[src/rtl/uart_pkg.sv]
// Shared UART types, widths and baud helper; UART_TX_PARITY_EN adds the PARITY state.
package uart_pkg;

  localparam int WIDTH = 8;

`ifdef UART_TX_PARITY_EN
  typedef enum logic [2:0] {IDLE, START, DATA, STOP, PARITY} state_t;
`else
  typedef enum logic [1:0] {IDLE, START, DATA, STOP} state_t;
`endif

  function automatic int calc_period(input int baud_rate, input int freq_sys);
    return freq_sys / baud_rate;
  endfunction

endpackage

[src/rtl/uart_baud_counter.sv]
// Bit-period counter: counts 0..PERIOD-1 while enabled, strobes o_bit_end on the last count.
// Holds its value when i_en is low; i_sync_clr forces zero on the next edge.
module uart_baud_counter #(
  parameter int PERIOD = 13020,
  parameter int CW     = 14
) (
  input  logic i_clk,
  input  logic i_rst_n,
  input  logic i_en,
  input  logic i_sync_clr,
  output logic o_bit_end
);

  logic [CW-1:0] r_cnt;
  logic          w_last;

  assign w_last    = (r_cnt == CW'(PERIOD - 1));
  assign o_bit_end = i_en && w_last && !i_sync_clr;

  always_ff @(posedge i_clk or negedge i_rst_n) begin
    if (!i_rst_n) begin
      r_cnt <= '0;
    end else if (i_sync_clr) begin
      r_cnt <= '0;
    end else if (i_en) begin
      r_cnt <= w_last ? '0 : r_cnt + 1'b1;
    end
  end

endmodule

[src/rtl/uart_transmitter.sv]
// 8N1 UART transmitter (8E1 when UART_TX_PARITY_EN is defined); tx goes low the cycle after start is accepted.
// Requests are taken only while idle, never queued; en low freezes the frame in place.
module uart_transmitter
  import uart_pkg::*;
#(
  parameter int baudRate = 9600,
  parameter int freq_Sys = 125000000
) (
  input  logic             clkSys,
  input  logic             rst,
  input  logic             en,
  input  logic             start,
  input  logic [WIDTH-1:0] byte_dat,
  output logic             tx,
  output logic             busy,
  output logic             done
);

  localparam int period = calc_period(baudRate, freq_Sys);
  localparam int CW     = (period > 1) ? $clog2(period) : 1;

  state_t           r_state, w_state_nxt;
  logic [WIDTH-1:0] r_shift, w_shift_nxt;
  logic [2:0]       r_index, w_index_nxt;
  logic             r_tx, w_tx_nxt;
  logic             r_busy, w_busy_nxt;
  logic             r_done, w_done_nxt;
  logic             w_bit_end;
  logic             w_sync_clr;
`ifdef UART_TX_PARITY_EN
  logic             r_par, w_par_nxt;
`endif

  // Counter is parked at zero while idle so every frame starts on a full bit.
  assign w_sync_clr = (r_state == IDLE);

  uart_baud_counter #(
    .PERIOD(period),
    .CW    (CW)
  ) u_baud (
    .i_clk     (clkSys),
    .i_rst_n   (rst),
    .i_en      (en),
    .i_sync_clr(w_sync_clr),
    .o_bit_end (w_bit_end)
  );

  always_ff @(posedge clkSys or negedge rst) begin
    if (!rst) begin
      r_state <= IDLE;
      r_shift <= '0;
      r_index <= '0;
      r_tx    <= 1'b1;
      r_busy  <= 1'b0;
      r_done  <= 1'b0;
`ifdef UART_TX_PARITY_EN
      r_par   <= 1'b0;
`endif
    end else begin
      r_state <= w_state_nxt;
      r_shift <= w_shift_nxt;
      r_index <= w_index_nxt;
      r_tx    <= w_tx_nxt;
      r_busy  <= w_busy_nxt;
      r_done  <= w_done_nxt;
`ifdef UART_TX_PARITY_EN
      r_par   <= w_par_nxt;
`endif
    end
  end

  always_comb begin
    w_state_nxt = r_state;
    w_shift_nxt = r_shift;
    w_index_nxt = r_index;
    w_tx_nxt    = r_tx;
    w_busy_nxt  = r_busy;
    w_done_nxt  = 1'b0;
`ifdef UART_TX_PARITY_EN
    w_par_nxt   = r_par;
`endif
    case (r_state)
      IDLE: begin
        w_tx_nxt   = 1'b1;
        w_busy_nxt = 1'b0;
        if (en && start) begin
          w_state_nxt = START;
          w_shift_nxt = byte_dat;
          w_index_nxt = '0;
          w_tx_nxt    = 1'b0;
          w_busy_nxt  = 1'b1;
`ifdef UART_TX_PARITY_EN
          w_par_nxt   = ^byte_dat;
`endif
        end
      end
      START: begin
        if (w_bit_end) begin
          w_state_nxt = DATA;
          w_tx_nxt    = r_shift[0];
        end
      end
      DATA: begin
        if (w_bit_end) begin
          w_shift_nxt = r_shift >> 1;
          w_index_nxt = r_index + 1'b1;
          if (r_index == 3'd7) begin
`ifdef UART_TX_PARITY_EN
            w_state_nxt = PARITY;
            w_tx_nxt    = r_par;
`else
            w_state_nxt = STOP;
            w_tx_nxt    = 1'b1;
`endif
          end else begin
            w_tx_nxt = r_shift[1];
          end
        end
      end
`ifdef UART_TX_PARITY_EN
      PARITY: begin
        if (w_bit_end) begin
          w_state_nxt = STOP;
          w_tx_nxt    = 1'b1;
        end
      end
`endif
      STOP: begin
        if (w_bit_end) begin
          w_state_nxt = IDLE;
          w_tx_nxt    = 1'b1;
          w_busy_nxt  = 1'b0;
          w_done_nxt  = 1'b1;
        end
      end
      default: begin
        w_state_nxt = IDLE;
      end
    endcase
  end

  assign tx   = r_tx;
  assign busy = r_busy;
  assign done = r_done;

endmodule
[config.mk]
export PLATFORM = sky130hd
export DESIGN_NAME = uart_transmitter
export DESIGN_NICKNAME = d
export VERILOG_FILES = /design/src/rtl/uart_pkg.sv /design/src/rtl/uart_baud_counter.sv /design/src/rtl/uart_transmitter.sv
export SDC_FILE = /design/constraint.sdc
export NUM_CORES = 1
export LEC_CHECK = 0
export CORE_MARGIN = 2
export CORE_UTILIZATION = 31
export CTS_CLUSTER_SIZE = 30
export DETAILED_ROUTE_END_ITERATION = 7
export DONT_BUFFER_PORTS = 1
export PLACE_DENSITY_LB_ADDON = 0.15
export SYNTH_ARGS = -nofsm -noshare
export SYNTH_HDL_FRONTEND = slang
export SYNTH_SLANG_ARGS = --single-unit
[constraint.sdc]
create_clock -name clkSys -period 2.5 [get_ports clkSys]
set_clock_uncertainty 0.15 [all_clocks]
set_input_delay 0.25 -clock clkSys [delete_from_list [all_inputs] [get_ports clkSys]]
set_output_delay 0.25 -clock clkSys [all_outputs]
set_load 0.1 [all_outputs]
-- Word-level counts from Yosys, hierarchy flattened
Cells that the tools add are included.
- register bits: 30
- bits of input ports: 12
- add/sub/neg operators: 2
- equal/unequal tests: 10
- muxes and demuxes: 26
- reductions and logical operators: 12
- operators with widths (operator ; number):
    2-to-1 mux 14 bit ; 3
    2-to-1 mux 8 bit ; 2
    case mux 8 bit (2 select lines) ; 1
    adder 14 x 1 -> 14 bit (second input constant) ; 1
    == test 14 bit (second input constant) ; 1
    2-to-1 mux 2 bit ; 5
    2-to-1 mux 1 bit ; 9
    case mux 2 bit (4 select lines) ; 1
    2-to-1 mux 3 bit ; 2
    != test 2 x 1 -> 1 bit (second input constant) ; 3
    case mux 3 bit (2 select lines) ; 1
    AND reduction 3 bit ; 2
    nonzero test 2 bit ; 3
    AND reduction 5 bit ; 1
    == test 2 bit (second input constant) ; 2
    != test 2 bit (second input constant) ; 2
    case mux 1 bit (4 select lines) ; 1
    adder 3 x 1 -> 3 bit (second input constant) ; 1
    == test 3 bit (second input constant) ; 1
    logical AND 1 bit ; 3
    == test 2 x 1 -> 1 bit (second input constant) ; 1
    logical NOT 2 bit ; 1
    case mux 1 bit (2 select lines) ; 1
    AND reduction 2 bit ; 1
    logical NOT 1 bit ; 1

-- Longest topological paths before layout
- depth in word-level cells: 5
- gate-level depth with buffers: 8

-- By module
A second synthesis with hierarchy kept.
- cell total of the unflattened synthesis: 158
- area, all modules: 1730.4 µm²
- modules (own cells, without submodules) (module ; times used ; cells an instance ; area each (µm²) ; seq. area each (µm²)):
    uart_transmitter ; 1 ; 72 ; 894.6 ; 401.6
    uart_baud_counter ; 1 ; 86 ; 835.8 ; 350.3

-- Worst setup path before layout
Ideal clock, no wire load.
- kind: register to register
- start: reg r_state[0]
- end: reg r_state[1]
- arrival: 1.904 ns
- required time: 2.222 ns
- path slack: 0.319 ns
- stages on the path, launching flop included: 7
- buffers on the path: 0
- clock period less this slack: 2.181 ns
- cells stage by stage: dfrtp_1 > inv_1 > ha_1 > or4b_4 > nor4_4 > o221ai_2 > mux2_1
- longest elaborated chain between the ends: 5
- ends and longest elaborated chain (element ; RTL line ; text):
    start, declared ; uart_transmitter.sv:22 ; state_t r_state, w_state_nxt;
    start signal, assigned ; uart_transmitter.sv:60 ; r_state <= w_state_nxt;
    logical NOT 2 bit ; uart_transmitter.sv:35, uart_transmitter.sv:82 ;
    logical NOT 1 bit ; uart_baud_counter.sv:18 ; assign o_bit_end = i_en && w_last && !i_sync_clr;
    logical AND 1 bit ; uart_baud_counter.sv:18 ;
    != test 2 x 1 -> 1 bit (no source line) ; - ;
    AND reduction 5 bit (no source line) ; - ;
Parallel ways exist; a longest one is shown, timed or not.
A chain may end at the register's enable or synchronous reset.

-- Final worst setup path
- start: reg r_state[0]
- end: reg r_shift[6]
- longest elaborated chain between the ends: 5
- ends and longest elaborated chain (element ; RTL line ; text):
    logical NOT 2 bit ; uart_transmitter.sv:35, uart_transmitter.sv:82 ;
    logical NOT 1 bit ; uart_baud_counter.sv:18 ;
    logical AND 1 bit ; uart_baud_counter.sv:18 ;
    != test 2 x 1 -> 1 bit (no source line) ; - ;
    AND reduction 3 bit (no source line) ; - ;
    end signal, assigned ; uart_transmitter.sv:61 ; r_shift <= w_shift_nxt;
    end, declared ; uart_transmitter.sv:23 ; logic [WIDTH-1:0] r_shift, w_shift_nxt;
Parallel ways exist; a longest one is shown, timed or not.

==> impl_summary.txt <==
----------------------------------------------------
[Power and ir drop]
  LEAKAGE ... a little under 0.9 nW
  Gate power share ... 14.1%
  Internal power of the cells ... approximately 900 uW
  Final Power ... roughly 1.3 mW
  Peak supply drop ... 420.1 uV
  Sequential cell fraction of total power ... 47.9%
  Pwr/cell area ... slightly above 600 nW/um^2
  Reported net switching power ... 362.6 uW
  Switching part of the total power ... between 20 and 30%
  Fraction of power consumed by the clock network ... between 30% and 40%

[Synth]
  Most frequent cell after synthesis ... sky130_fd_sc_hd__dfrtp_1
  Sequential share of the synthesized area ... between 40% and 50%
  Top_reg_cell synth ... sky130_fd_sc_hd__dfrtp_1
  Mapped Area ... approximately 1800 um^2
  Number of synthesis warnings ... 0
  Cell types with the largest area share after synthesis ... sky130_fd_sc_hd__dfrtp_1 41%, sky130_fd_sc_hd__nand2_1 5.7%, sky130_fd_sc_hd__ha_1 5.6%
  Number of flip-flops and latches in the synthesized netlist ... 30
  Syn Inst Count ... 194
  Count of different cell masters after synthesis ... 44
  Average cell area after synthesis ... about 9 um^2
  Number of enable flip-flop cells after synthesis ... 0
  Post-synth top area cell ... sky130_fd_sc_hd__dfrtp_1
  Top post-synthesis cells by count ... 29 x sky130_fd_sc_hd__dfrtp_1, 27 x sky130_fd_sc_hd__nand2_1, 15 x sky130_fd_sc_hd__nor2_1, 13 x sky130_fd_sc_hd__nand4_1, 11 x sky130_fd_sc_hd__nand3_1
  Async S/R FF share, synth ... 100.0%
  Share of Yosys cell area claimed by the top area cell type ... approximately two fifths
  Post-synthesis net count ... between 200 and 250

[STA]
  RSZ-0062 raised after global routing ... no
  Final sum of negative setup slack ... 0 ns
  Crit path time final ... approximately 2.3 ns
  Normalized max-slew margin ... between 40% and 50%
  Least-Margin Pin Slew ... roughly 0.86 ns
  Final worst-path cycle share ... 93.03%
  Max-slew violation count ... 0
  Peak Freq ... 430.0 MHz
  Final hold viol count ... 0
  Final setup violation count ... 0

[Floorplanning]
  Number of rows created at floorplan ... 27
  Initial Util ... between 30% and 40%
  Core Area ... around 5500 um^2
  Chip Height ... approximately 80 um
  Boundary pin count ... 15
  Die Outline Area ... about 6400 um^2
  Die span in x ... 79.81 um

[Placed design]
  # port buffers ... 0
  Post-detail-place hpwl ... between 2 and 3 mm
  Final weighted congestion in routability-driven placement ... roughly 0.76

[Cells and area]
  Sequential cell area ... ~750 um^2
  Filler cell count in the final layout ... 577
  Ant diodes ... 0
  Area overhead of the layout relative to synthesis ... 17.28%
  Final #Nets ... 226
  Fraction of final layout cells with drive strength greater than 1 ... between 10% and 20%
  Multi-input combinational cell area ... 949.7 um^2

[Setup path]
  Category of the critical setup timing path ... reg -> reg
  Maximum fanout count along the critical path ... 21
  Family with the most delay on the worst path ... simple AND/OR/NAND/NOR gates
  Series of cell instances along the critical path ... inv_1, ha_1, or4b_4, nor4_4, buf_4, a2bb2oi_1, nand3_1
  Worst path buffer plus inverter count ... 2
  Arrival @ worst endpoint ... between 2 and 2.5 ns
  Highest-delay cell along the critical path ... sky130_fd_sc_hd__or4b_4
  Slowest Stage Delay on Critical Path ... roughly 0.50 ns
  Required time of the worst setup path ... 2.51 ns
  Nature of the critical path endpoint ... flip-flop
  Element type at the critical path start ... flip-flop

[Global route]
  Via count of the first global-routing pass ... roughly 1.5k
  Residual overflow from global routing ... 0
  Global-route wire length before repair ... a little over 7 mm
  Maximum number of pins on one net before global-route repair ... 31
  Number of antenna violations at the first check in global routing ... 0
  GRT Overall Usage ... around 14%

[Detailed routing]
  Average wire length per cell after detail routing ... 14.62 um
  DRC violation total after the first TritonRoute iteration ... 62
  DR vias ... about 1.5k
  Post-route antenna net violation count ... 0
  Wire length reported by the detailed router ... 4.079 mm
  Number of remaining DRC errors ... 0
  Detailed-routing iteration count for the pre-antenna-repair pass ... 4
  Number of vias per cell after detailed routing ... about 5.4

[Clock tree]
  Library cell used as clock root buffer ... sky130_fd_sc_hd__clkbuf_8
  Total CTS buffers ... 5
  CTS sink count ... 30
  Number of cells upsized or downsized after cts ... 0
  Insertion delay to the later sink of the worst-skew pair ... ~0.28 ns
  Clock-pin slew reported for the worst setup and hold paths after clock tree synthesis ... ~0.070 ns
  H-tree levels ... 2
  Number of buffers between clock root and the deepest sink ... 2
  Count of hold buffers inserted by post-cts repair ... 10
  Post-CTS Setup Inserts ... 0
  Clock tree from TritonCTS ... yes

[Job]
  Maximum Capacitance Violations ... 0

[Hold path]
  Hold Path Class ... in -> reg

[Run status]
  Run status ... complete, no violations

----------------------------------------------------
[layer usage]
metal / global-route usage [%] / vias up / share of wire, %
li1: - / 730 / -
met1: 18.28 / 733 / 45
met2: 23.87 / 38 / 48
met3: 3.959 / 9 / 4.9
met4: 3.559 / 0 / 1.4
met5: 0 / - / 0
[final timing paths]
check                           start          endpoint  slack (ns)  cells after the start
hold reg to reg            r_shift[7]        r_shift[7]        0.37                      1
hold / removal                     en  u_baud.r_cnt[13]        0.09                      2
max in group asynchronous         rst                tx        1.70                      2
setup / recovery           r_state[0]        r_shift[6]        0.17                      7
min in group asynchronous         rst        r_shift[4]        0.26                      2
setup reg to reg           r_state[0]        r_shift[6]        0.17                      7
[metrics by stage]
step                      setup WS [ns]  utilization (%)  instances  area, um^2  hold slack (ns)
final                            0.1742            37.71        279        2090          0.08531
after global routing           0.006252            37.71        279        2090          0.09449
after CTS                        0.1486            37.71        279        2090          0.07654
after detailed placement         0.1677            33.76        261        1871          -0.1949
after global placement           0.2851            33.76        261        1871          -0.1949
after floorplan                  0.3189                -        194        1782          -0.1956
[cell families (layout without fill, tap and decap cells)]
group                    count (synthesis)  in the layout  share of synthesized area (%)
AO/OA/AOI/OAI                           33             33                          13.97
XOR/XNOR                                 8              8                          3.933
adder cells (fa/ha/maj)                  8              8                          5.618
buffers and inverters                   19             32                          4.495
flip-flops                              30             30                          42.21
multiplexers                             2              2                          1.264
AND/OR/NAND/NOR                         94             94                          28.51
[placed cells by master, fill, tap and decap left out, types with 3 or more instances in the layout]
cell type                        n
sky130_fd_sc_hd__buf_4           7
sky130_fd_sc_hd__nor2_1         15
sky130_fd_sc_hd__xnor2_1         5
sky130_fd_sc_hd__dlygate4sd3_1   9
sky130_fd_sc_hd__o21ai_0         7
sky130_fd_sc_hd__clkbuf_8        5
sky130_fd_sc_hd__nor3_1          6
sky130_fd_sc_hd__a2bb2oi_1       8
sky130_fd_sc_hd__inv_1           7
sky130_fd_sc_hd__nand2_1        27
sky130_fd_sc_hd__dfrtp_1        29
sky130_fd_sc_hd__nand4_1        13
sky130_fd_sc_hd__o211ai_1        4
sky130_fd_sc_hd__nor4_1          3
sky130_fd_sc_hd__nand3_1        11
sky130_fd_sc_hd__ha_1            8
sky130_fd_sc_hd__xor2_1          3
[final cells by class]
cell class                      count  area share [%]
Multi-Input combinational cell    145           45.45
Sequential cell                    30           35.99
Timing Repair Buffer               17           7.784
Tap cell                           72           4.311
Clock buffer                        5           3.293
Clock inverter                      3           1.916
Inverter                            7           1.257
[flip-flops by register name, summed over array words and instances (netlist names)]
signal	cells
r_shift	8
u_baud.r_cnt	14
done	1
tx	1
busy	1
r_index	3
r_state	2
[power by group through the flow]
stage               combinational, mW  sequential, mW  clock (mW)
finish                          0.181           0.613       0.485
global route                    0.208           0.623       0.522
CTS                             0.183           0.611       0.498
detailed placement              0.156           0.621           0
global placement                0.154           0.620           0
floorplan                       0.144           0.595           0
[worst reg2reg max path: cells and delay by family (launching register included)]
family                   cells  cell delay, ns
adder cells (fa/ha/maj)      1            0.24
flip-flops                   1            0.38
buffers and inverters        2            0.40
AO/OA/AOI/OAI                1            0.19
AND/OR/NAND/NOR              3            0.84
Power figures use the tool's default switching activity.
